## src/rtl/gpi_filter_bank.sv

```systemverilog
// Multi-channel GPI conditioner: per-channel synchroniser, debounce filter,
// rise/fall event pulses and sticky interrupt-pending bits.
module gpi_filter_bank #(
  parameter int         NCH         = 8,
  parameter int         SYNC_STAGES = 2,
  parameter int         CNT_W       = 8,
  parameter logic       RESET_VAL   = 1'b1
) (
  input  logic             CLK_I,
  input  logic             RSTN_I,
  input  logic [NCH-1:0]   PAD_DI_I,
  input  logic [NCH-1:0]   IE_I,
  input  logic             FILT_EN_I,
  input  logic [CNT_W-1:0] DB_LEN_I,
  input  logic [1:0]       IRQ_MODE_I,
  input  logic [NCH-1:0]   IRQ_CLR_I,
  output logic [NCH-1:0]   DI_O,
  output logic [NCH-1:0]   RISE_O,
  output logic [NCH-1:0]   FALL_O,
  output logic [NCH-1:0]   IRQ_PEND_O,
  output logic             IRQ_O
);

  logic [NCH-1:0] sync_out;
  logic [NCH-1:0] di_vec;
  logic [NCH-1:0] rise_vec;
  logic [NCH-1:0] fall_vec;
  logic [NCH-1:0] pend_reg;
  logic [NCH-1:0] pend_next;
  logic           irq_reg;

  genvar gi;
  generate
    for (gi = 0; gi < NCH; gi++) begin : g_ch
      logic [SYNC_STAGES-1:0] sync_reg;
      logic [CNT_W-1:0]       cnt_reg;
      logic                   di_reg;
      logic                   rise_reg;
      logic                   fall_reg;

      // The synchroniser runs regardless of IE_I so a re-enabled channel sees a settled level.
      always_ff @(posedge CLK_I) begin
        if (!RSTN_I) begin
          sync_reg <= {SYNC_STAGES{RESET_VAL}};
        end else begin
          sync_reg <= {sync_reg[SYNC_STAGES-2:0], PAD_DI_I[gi]};
        end
      end

      assign sync_out[gi] = sync_reg[SYNC_STAGES-1];

      // cnt only increments while below DB_LEN_I, so it saturates instead of wrapping.
      always_ff @(posedge CLK_I) begin
        if (!RSTN_I) begin
          di_reg   <= RESET_VAL;
          cnt_reg  <= '0;
          rise_reg <= 1'b0;
          fall_reg <= 1'b0;
        end else begin
          rise_reg <= 1'b0;
          fall_reg <= 1'b0;
          if (!IE_I[gi]) begin
            cnt_reg <= '0;
          end else if (sync_out[gi] == di_reg) begin
            cnt_reg <= '0;
          end else if (!FILT_EN_I || (cnt_reg >= DB_LEN_I)) begin
            di_reg   <= sync_out[gi];
            cnt_reg  <= '0;
            rise_reg <= sync_out[gi];
            fall_reg <= ~sync_out[gi];
          end else begin
            cnt_reg <= cnt_reg + 1'b1;
          end
        end
      end

      assign di_vec[gi]   = di_reg;
      assign rise_vec[gi] = rise_reg;
      assign fall_vec[gi] = fall_reg;
    end
  endgenerate

  // A new event outranks a clear arriving in the same cycle.
  always_comb begin
    pend_next = (rise_vec & {NCH{IRQ_MODE_I[0]}})
              | (fall_vec & {NCH{IRQ_MODE_I[1]}})
              | (pend_reg & ~IRQ_CLR_I);
  end

  always_ff @(posedge CLK_I) begin
    if (!RSTN_I) begin
      pend_reg <= '0;
      irq_reg  <= 1'b0;
    end else begin
      pend_reg <= pend_next;
      irq_reg  <= |pend_next;
    end
  end

  assign DI_O       = di_vec;
  assign RISE_O     = rise_vec;
  assign FALL_O     = fall_vec;
  assign IRQ_PEND_O = pend_reg;
  assign IRQ_O      = irq_reg;

endmodule
```

## config.mk

```make
export PLATFORM = sky130hd
export DESIGN_NAME = gpi_filter_bank
export DESIGN_NICKNAME = d
export VERILOG_FILES = /design/src/rtl/gpi_filter_bank.sv
export SDC_FILE = /design/constraint.sdc
export NUM_CORES = 1
export LEC_CHECK = 0
export CELL_PAD_IN_SITES_DETAIL_PLACEMENT = 0
export CELL_PAD_IN_SITES_GLOBAL_PLACEMENT = 2
export CORE_MARGIN = 5
export CORE_UTILIZATION = 28
export CTS_CLUSTER_SIZE = 24
export DETAILED_ROUTE_END_ITERATION = 12
export PLACE_DENSITY = 0.63
export RECOVER_POWER = 100
export SLEW_MARGIN = 20
export SYNTH_ARGS = -nofsm -noshare
export SYNTH_HDL_FRONTEND = slang
export SYNTH_SLANG_ARGS = --single-unit
```

## constraint.sdc

```tcl
create_clock -name CLK_I -period 1.7 [get_ports CLK_I]
set_input_delay 0.255 -clock CLK_I [delete_from_list [all_inputs] [get_ports CLK_I]]
set_output_delay 0.255 -clock CLK_I [all_outputs]
set_load 0.02 [all_outputs]
```

==> impl_metrics.toml, run 1 <==
[outcome]
run_status = "finished with violations"
violations = "setup timing"

[power_and_ir_drop]
power-per-cell-area_nw_per_um2 = 761.4
p_seq_frac = 0.410
power.internal_uw = 5099
power.ir.vdd_worst_uv = 457.7
sw_frac_of_total = 0.2255
power.clock.fraction = 0.497
p_leak_uw = 0.003629
combPwrFrac = 0.094
fin_total_pwr_uw = 6583
netSwitchingPower_uw = 1485

[synth]
syn_nets = 722
yosys.area.top_type = "dfxtp_1"
ys_dominant_reg_cell = "dfxtp_1"
asyncSetResetFlopFracSynth = 0
proportion_of_synthesized_chip_area_in_sequential_cells = 0.3743
synth_edf_count = 0
post_synth.cell_area_avg_um2 = 9.859
synthesis.area_um2 = 6043
synth-simple-area-share = 0.2360
synthDominantCellAreaShare = 0.3743
synth_compound_gate_area_share = 0.1046
dominant_combinational_cell_family_by_area_after_synthesis = "simple AND/OR/NAND/NOR gates"
synth_cell_types = 40
yosys_warnings = 0
syn_inst = 613
yosys.area_share.xor_xnor = 0.07391
synthMuxAreaShare = 0.01159
seq_cells_post_synth = 113
top_area_cells_in_the_synthesized_netlist = "dfxtp_1 37%, ha_1 15%, xor2_1 6.1%"
synth-adder-area-share = 0.1491

[worst_setup_path]
path_max_fanout = 3
timing.reg2reg.worst_path_depth = 7
crit_type = "register to register"
crit_path_start_kind = "register"
rrSetupSlack_ns = -0.06
cp.required_ns = 2.05
crit_arrival_ns = 2.11
critical_path.endpoint_type = "register"
worst_r2r_endpoint = "g_ch[3].cnt_reg[1]$_SDFF_PP0_"
r2r-start = "g_ch[3].cnt_reg[0]$_SDFF_PP0_"

[placed_design]
buffer_ports.inserted = 69
gp_congestion = 0.7947
placement.setup.worst_slack_ns = -0.7929
dp.final_hpwl_um = 12270

[cells_and_area]
area.growth.synth_to_final_pct = 43.06
count_of_inserted_antenna_diode_cells = 0
drive_gt1_frac = 0.2907
layout_common_cells = "96 x dfxtp_1, 74 x buf_4, 56 x nor2_1"
final_nets = 865
most_common_library_cell_in_the_layout_ignoring_fill_and_taps = "dfxtp_1"
largest_register_ffs = 64

[clock_tree]
max-clock-path-buffers = 2
cts_inserted_buffers = 17
h_tree_lvl_count = 4
cts.reportedPaths.clkPinSlew_ns = 0.05
cts_tree = "yes"
clock_tree.root_cell = "clkbuf_16"
worst_skew_pair.late_latency_ns = 0.41
cts_num_sinks = 113

[global_route]
number_of_antenna_violations_at_the_first_check_in_global_routing = 0
grt.total_usage = 0.1336
grt_overflow = 0
grt_pass1_vias = 4981
grt_pass1_wl_um = 25590
maximum_number_of_pins_on_one_net_before_global_route_repair = 19

[routing]
drcViolationCount = 0
detail_route.wl_per_cell_um = 15.43
via_count_normalized_by_instance_count = 4.580
drtAntennaViolNets = 0
drt_first_pass_iters = 4
initialDrtViolationCount = 158
wirelength_um = 16080
vias = 4772

[min_path]
hold_path.startpoint = "RSTN_I"
hold-path-cell-count = 3
hold_class = "primary input to register"
worst_hold_path.endpoint = "g_ch[6].di_reg$_SDFFE_PN1P_"

[timing]
report.final.setup_viol = 8
period_share = 1.035
report.final.slew_viol_count = 0
final_critical_period_ns = 1.759
setup_skew_after_layout_ns = 0.008423
worst_tran_pin_value_ns = 0.6479
maxSlewHeadroom = 0.5681
finalWorstSetupSlack_ns = -0.05891
unrepaired_setup_endpoints_after_global_routing = "true"
maxClockFrequency_mhz = 568.5
finalHoldViolations = 0

[flow_run]
max_cap_violations = 0

[floorplanning]
rows = 53
floorplan.initialDensity = 0.2857
die_y_um = 156.9
design.portCount = 70
die-area_um2 = 24620
fp.coreArea_um2 = 21150
die-width_um = 156.9
## worst max-delay path, cell delays in order, from the launching register on
cell and delay (ns):
dfxtp_1 0.34, inv_2 0.05, ha_4 0.22, nand2b_4 0.13, a2111o_1 0.44, nand4_1 0.17
and2b_2 0.21, and3_1 0.15
## routing by layer
| metal | share of wire | track usage |
|---|---|---|
| met1 | 0.44 | 0.1600 |
| met2 | 0.51 | 0.2339 |
| met3 | 0.040 | 0.03849 |
| met4 | 0.012 | 0.03719 |
| met5 | 0 | 0 |
## metrics by stage
step	hold slack, ns	instances	util	cell area [um^2]	TNS, ns
after global placement	0.3911	1009	0.3591	7596	-53.84
after floorplan	0.3565	613	-	6051	-0.4989
after detailed placement	0.3960	1009	0.3591	7596	-57.05
after global routing	0.2194	1042	0.4087	8646	-2.844
final	0.2147	1042	0.4087	8646	-0.1296
after CTS	0.2005	1038	0.4035	8536	-0.1496
## power by group through the flow
stage               registers [uW]  clock network, uW  logic (uW)
floorplan                     2750                  0         254
global placement              2750                  0         538
detailed placement            2750                  0         546
CTS                           2700               3360         604
global route                  2700               3500         672
finish                        2700               3270         616
## synth_stat cells (all sizes together), types with 6 or more instances
cell / number
nand2: 10
ha: 72
inv: 26
mux2i: 7
xnor2: 9
a22oi: 8
and3: 37
and2: 8
nor2b: 12
nand2b: 41
a21o: 8
and4b: 6
xor2: 42
nor2: 59
a21oi: 6
nand3: 43
o21ai: 14
dfxtp: 113
nor3: 10
buf: 26
## worst max path at each step
stage | slack, ns | end | cells past startpoint | start
6_report | -0.06 | g_ch[3].cnt_reg[1]$_SDFF_PP0_ | 7 | g_ch[3].cnt_reg[0]$_SDFF_PP0_
5_1_grt | -0.14 | g_ch[3].cnt_reg[1]$_SDFF_PP0_ | 7 | g_ch[3].cnt_reg[0]$_SDFF_PP0_
4_1_cts | -0.07 | g_ch[5].di_reg$_SDFFE_PN1P_ | 7 | g_ch[5].cnt_reg[0]$_SDFF_PP0_
3_5_place_dp | -0.79 | g_ch[0].rise_reg$_SDFF_PP0_ | 9 | DB_LEN_I[1]
3_3_place_gp | -0.72 | g_ch[1].rise_reg$_SDFF_PP0_ | 9 | DB_LEN_I[1]
2_1_floorplan | -0.06 | g_ch[6].di_reg$_SDFFE_PN1P_ | 7 | DB_LEN_I[6]
## cell families after synthesis
| group | count (synthesis) |
|---|---|
| AO/OA/AOI/OAI | 66 |
| XOR/XNOR | 51 |
| adder cells (fa/ha/maj) | 72 |
| buffers and inverters | 57 |
| flip-flops | 113 |
| multiplexers | 7 |
| AND/OR/NAND/NOR | 247 |
## layout make-up
| cell class | instances | area [um^2] |
|---|---|---|
| flip-flops and latches | 113 | 2283 |
| well taps | 275 | 344.1 |
| inverters | 26 | 108.9 |
| clock inverters | 7 | 60.06 |
| multi-input cells | 443 | 3999 |
| clock buffers | 23 | 478.0 |
| repair buffers | 155 | 1373 |
| fillers | 2066 | 12510 |
## timing repair
action,CTS,global route
resized for setup,81,45
buffers inserted,0,4
hold buffers,0,0
pin swaps,39,34
endpoints found under the setup margin,98,58
Power figures use the tool's default switching activity.
==> inputs of run 2 (changes only) <==
CORE_MARGIN = 2   (was 5)
CORE_UTILIZATION = 32   (was 28)
PLACE_DENSITY = 0.71   (was 0.63)
REMOVE_ABC_BUFFERS = 1   (was unset)
==> run 2 against run 1 <==
Effect of this change:
- the run still ends with setup timing left
- global-route usage rose by 2.6 points
- routed wire length fell by 4.8%
- fmax rose by 1.6%
- via count fell by 2.2%
- register-to-register slack improved by 0.03 ns
- sequential power barely moved
- count of clock-buffer cells in the layout fell by 1
- non-clock buffer count fell by 13
- first-iteration DRC count rose by 4.4%
==> impl_metrics.toml, run 2 (synthesized netlist as in run 1, its figures left out) <==
[timing]
maxClockFrequency_mhz = 577.6
maxSlewHeadroom = 0.6706
period_share = 1.018
report.final.slew_viol_count = 0
setup_skew_after_layout_ns = 0.008066
finalWorstSetupSlack_ns = -0.03136
worst_tran_pin_value_ns = 0.4889
report.final.setup_viol = 6
unrepaired_setup_endpoints_after_global_routing = "true"
final_critical_period_ns = 1.731
finalHoldViolations = 0

[outcome]
run_status = "finished with violations"
violations = "setup timing"

[worst_setup_path]
cp.required_ns = 2.01
critPathTopFamily = "compound AO/OA/AOI/OAI gates"
crit_type = "register to register"
r2r-start = "g_ch[7].cnt_reg[0]$_SDFF_PP0_"
crit_arrival_ns = 2.04
slowest_delay_ns = 0.40
critical_path.endpoint = "g_ch[7].di_reg$_SDFFE_PN1P_"
critical_path.n_buffers_inverters = 1
timing.reg2reg.worst_path_depth = 7
path_max_fanout = 2
crit_chain = "inv_2, ha_4, nand2b_1, a2111o_1, a32oi_1, mux2i_1, nand2_1"
worstSetupPathDepth = 7
timing.critical_path.slowest_stage_cell = "a2111o_1"
crit_path_start_kind = "register"
worst_r2r_endpoint = "g_ch[7].di_reg$_SDFFE_PN1P_"
rrSetupSlack_ns = -0.03
critical_path.startpoint = "g_ch[7].cnt_reg[0]$_SDFF_PP0_"
critical_path.endpoint_type = "register"

[routing]
initialDrtViolationCount = 165
detail_route.wl_per_cell_um = 15.45
wirelength_um = 15300
drcViolationCount = 0
drt_first_pass_iters = 6
via_count_normalized_by_instance_count = 4.713
drtAntennaViolNets = 0
vias = 4666

[placed_design]
buffer_ports.inserted = 69
gp_congestion = 0.7839
postPlaceCellArea_um2 = 7385
dp.final_hpwl_um = 11150

[floorplanning]
design.portCount = 70
die_y_um = 141.4
rows = 50
die-width_um = 141.4
floorplan.initialDensity = 0.3242
fp.coreArea_um2 = 18640
die-area_um2 = 20000

[clock_tree]
worst_skew_pair.late_latency_ns = 0.42
cts_num_sinks = 113
max-clock-path-buffers = 2
cts_hold_repair.buffers = 0
cts_tree = "yes"
cts_inserted_buffers = 17
h_tree_lvl_count = 4
cts.reportedPaths.clkPinSlew_ns = 0.06
clock_tree.root_cell = "clkbuf_16"

[global_route]
grt_overflow = 0
maximum_number_of_pins_on_one_net_before_global_route_repair = 28
grt_pass1_vias = 4704
grt_pass1_wl_um = 24370
number_of_antenna_violations_at_the_first_check_in_global_routing = 0
grt.total_usage = 0.1594

[min_path]
hold-path-cell-count = 3
hold_class = "primary input to register"

[cells_and_area]
non_filler_cell_area_final_um2 = 8616
final_nets = 852
drive_gt1_frac = 0.2923
count_of_inserted_antenna_diode_cells = 0
area.growth.synth_to_final_pct = 42.57
most_common_library_cell_in_the_layout_ignoring_fill_and_taps = "dfxtp_1"
layout_common_cells = "100 x dfxtp_1, 58 x buf_4, 45 x nor2_1"
largest_register_ffs = 64

[power_and_ir_drop]
netSwitchingPower_uw = 1550
power.ir.vdd_worst_uv = 693.9
power.clock.fraction = 0.525
fin_total_pwr_uw = 6961
p_leak_uw = 0.003562
power.internal_uw = 5411
p_seq_frac = 0.387
sw_frac_of_total = 0.2226
combPwrFrac = 0.088
power-per-cell-area_nw_per_um2 = 807.9

[flow_run]
max_cap_violations = 0
## run 2: cell types whose count changed in the layout (fill, tap and decap cells not counted), sizes merged
| cell | change |
|---|---|
| buf | -11 |
| clkinvlp | +7 |
| clkbuf | -6 |
| dlygate4sd2 | -5 |
| inv | -4 |
| clkdlybuf4s50 | +3 |
| bufinv | +2 |
| clkdlybuf4s15 | +2 |
| clkinv | -2 |
| dlymetal6s2s | +2 |
| dlygate4sd3 | +1 |
## run 2: worst min path at each step
stage	startpoint	endpoint	slack, ns
4_1_cts	RSTN_I	g_ch[7].di_reg$_SDFFE_PN1P_	0.20
5_1_grt	RSTN_I	g_ch[2].sync_reg[0]$_SDFF_PN1_	0.21
2_1_floorplan	RSTN_I	g_ch[4].di_reg$_SDFFE_PN1P_	0.32
3_3_place_gp	g_ch[1].sync_reg[0]$_SDFF_PN1_	g_ch[1].sync_reg[1]$_SDFF_PN1_	0.39
3_5_place_dp	g_ch[2].sync_reg[0]$_SDFF_PN1_	g_ch[2].sync_reg[1]$_SDFF_PN1_	0.39
6_report	RSTN_I	g_ch[2].sync_reg[1]$_SDFF_PN1_	0.21
## run 2: worst reg2reg max path, delay by kind of cell (launching register included)
kind | cells | cell delay [ns]
AND/OR/NAND/NOR | 2 | 0.19
AO/OA/AOI/OAI | 2 | 0.63
adder cells (fa/ha/maj) | 1 | 0.21
buffers and inverters | 1 | 0.05
multiplexers | 1 | 0.21
flip-flops | 1 | 0.33
## run 2: repair_timing
item / 4_1_cts / 5_1_grt
pin swaps: 33 / 57
buffers inserted: 7 / 0
resized for setup: 58 / 74
endpoints found under the setup margin: 95 / 81
## run 2: metal layers
| layer | global-route usage | share of wire | wire length (um) | vias up |
|---|---|---|---|---|
| li1 | - | - | - | 2400 |
| met1 | 0.2061 | 0.48 | 7415 | 2174 |
| met2 | 0.2606 | 0.47 | 7162 | 74 |
| met3 | 0.03712 | 0.032 | 487 | 18 |
| met4 | 0.05737 | 0.015 | 234 | 0 |
| met5 | 0 | 0 | 0 | - |
## run 2: stage by stage
stage	setup WS (ns)	utilization	instances	TNS (ns)	hold WS, ns
6_report	-0.03136	0.4621	990	-0.09061	0.2118
5_1_grt	-0.1185	0.4621	990	-2.452	0.2140
4_1_cts	-0.05747	0.4477	990	-0.1419	0.1972
3_5_place_dp	-0.7621	0.3961	951	-59.26	0.3918
3_3_place_gp	-0.7873	0.3961	951	-59.49	0.3899
2_1_floorplan	-0.08357	-	582	-0.7496	0.3169
## run 2: cell type report
| class | instances | area, um^2 |
|---|---|---|
| flip-flops and latches | 113 | 2278 |
| well taps | 234 | 292.8 |
| clock inverters | 10 | 132.6 |
| clock buffers | 22 | 474.2 |
| fillers | 1760 | 10030 |
| repair buffers | 142 | 1338 |
| multi-input cells | 443 | 3981 |
| inverters | 26 | 118.9 |
## run 2: power by group through the flow
stage          Combinational [uW]  Sequential, uW  Clock (uW)
3_3_place_gp                  512            2750           0
4_1_cts                       591            2690        3740
5_1_grt                       671            2700        3870
3_5_place_dp                  522            2750           0
6_report                      611            2690        3660
2_1_floorplan                 220            2760           0
==> inputs of run 3 (changes only) <==
RECOVER_POWER = unset   (was 100)
==> run 3 against run 2 <==
Effect of this change:
- the flow still finishes with violations (setup timing)
- count of clock-buffer cells in the layout did not move
- hold slack hardly changed
- fmax is essentially flat
- critical path type unchanged
==> impl_metrics.toml, run 3 (synthesized netlist as in run 1, its figures left out) <==
[worst_setup_path]
crit_arrival_ns = 2.03
cp.required_ns = 2.00
path_max_fanout = 3
crit_type = "register to register"
timing.reg2reg.worst_path_depth = 6
crit_path_start_kind = "register"
critical_path.endpoint_type = "register"

[cells_and_area]
multi_input_comb_area_um2 = 4004
drive_gt1_frac = 0.2963
final_cell_count_no_fill = 990
non_filler_cell_area_final_um2 = 8672
count_of_inserted_antenna_diode_cells = 0
layout.area.seq_um2 = 2280
nFillCells = 1748
largest_register_ffs = 64
final_nets = 852
most_common_library_cell_in_the_layout_ignoring_fill_and_taps = "dfxtp_1"
layout.core_utilization = 0.4652
area.growth.synth_to_final_pct = 43.50
layout_common_cells = "99 x dfxtp_1, 60 x buf_4, 50 x clkdlybuf4s50_1"

[timing]
maxClockFrequency_mhz = 578.0
unrepaired_setup_endpoints_after_global_routing = "true"
worst_tran_pin_value_ns = 0.4896
setup_skew_after_layout_ns = 0.008052
finalWorstSetupSlack_ns = -0.03000
report.final.setup_viol = 6
final_critical_period_ns = 1.730
period_share = 1.018
finalHoldViolations = 0
timing.setup.tns_ns = -0.08187
report.final.slew_viol_count = 0
maxSlewHeadroom = 0.6701

[global_route]
grt_overflow = 0
groute.layer.met2.usage = 0.2606
grt.total_usage = 0.1594
grt.met3_usage = 0.03712
globalRoute.busiestLayer = "met2"
grt_pass1_vias = 4704
grt.met1_usage = 0.2061
grt_pass1_wl_um = 24370
number_of_antenna_violations_at_the_first_check_in_global_routing = 0
maximum_number_of_pins_on_one_net_before_global_route_repair = 28

[outcome]
violations = "setup timing"
run_status = "finished with violations"

[routing]
detail_route.wl_per_cell_um = 15.44
vias = 4668
via_count_normalized_by_instance_count = 4.715
drtAntennaViolNets = 0
drt_first_pass_iters = 4
wirelength_um = 15280
initialDrtViolationCount = 158
drcViolationCount = 0

[placed_design]
gp_congestion = 0.7839
dp.final_hpwl_um = 11150
buffer_ports.inserted = 69
placement.setup.worst_slack_ns = -0.7621
postPlaceCellArea_um2 = 7385
dp.cells = 951

[power_and_ir_drop]
p_leak_uw = 0.003603
power-per-cell-area_nw_per_um2 = 803.7
power.ir.vdd_worst_uv = 694.2

[clock_tree]
cts_inserted_buffers = 17
max-clock-path-buffers = 2
clock_tree.root_cell = "clkbuf_16"
cts.reportedPaths.clkPinSlew_ns = 0.06
cts_hold_repair.buffers = 0
cts_num_sinks = 113
cts_tree = "yes"
worst_skew_pair.late_latency_ns = 0.42
h_tree_lvl_count = 4

[floorplanning]
die_y_um = 141.4
rows = 50
floorplan.initialDensity = 0.3242
fp.coreArea_um2 = 18640
die-area_um2 = 20000
die-width_um = 141.4
design.portCount = 70

[min_path]
hold_class = "primary input to register"
hold-path-cell-count = 3

[flow_run]
max_cap_violations = 0
-- run 3: changes by cell type in the layout (fill, tap and decap cells not counted), sizes merged --
cell / change
clkbuf: -5
dlymetal6s2s: +3
dlygate4sd3: -7
clkdlybuf4s50: +7
buf: +2
-- run 3: worst max-delay path, stage by stage (launching register included) --
cell and delay [ns]:
dfxtp_1 0.32, ha_1 0.28, a21o_1 0.19, a221o_1 0.35, a32oi_2 0.20, mux2i_1 0.21
nand2_1 0.06
-- run 3: final timing paths --
check / slack (ns) / start / endpoint
max: -0.03 / g_ch[5].cnt_reg[6]$_SDFF_PP0_ / g_ch[5].di_reg$_SDFFE_PN1P_
min: 0.21 / RSTN_I / g_ch[2].sync_reg[1]$_SDFF_PN1_
max reg2reg: -0.03 / g_ch[5].cnt_reg[6]$_SDFF_PP0_ / g_ch[5].di_reg$_SDFFE_PN1P_
min reg2reg: 0.40 / g_ch[1].sync_reg[0]$_SDFF_PN1_ / g_ch[1].sync_reg[1]$_SDFF_PN1_
-- run 3: repair_timing --
item | in CTS | in global routing
setup buffers | 7 | 0
endpoints found under the setup margin | 95 | 81
pin swaps | 33 | 57
gates resized for setup | 58 | 74
-- run 3: layout make-up --
class | count | share of cell area
well taps | 234 | 0.03376
repair buffers | 142 | 0.1580
clock buffers | 22 | 0.05468
clock inverters | 10 | 0.01529
inverters | 26 | 0.01371
multi-input cells | 443 | 0.4617
flip-flops and latches | 113 | 0.2629
-- run 3: power by group --
part           total, uW  switching, uW  internal [uW]  leakage [uW]
combinational        622            288            334       0.00239
sequential          2690           15.2           2680      0.000922
clock               3650           1250           2410      0.000292
total               6970           1550           5420       0.00360
-- run 3: per-stage QoR --
stage,power [uW],hold WS (ns)
6_report,6969,0.2118
5_1_grt,7244,0.2138
4_1_cts,7029,0.1972
3_5_place_dp,3273,0.3918
3_3_place_gp,3262,0.3899
2_1_floorplan,2979,0.3169
-- run 3: metal layers --
layer	wire length, um	part of all wire
met5	0	0
met4	234	0.015
met3	492	0.032
met2	7159	0.47
met1	7396	0.48
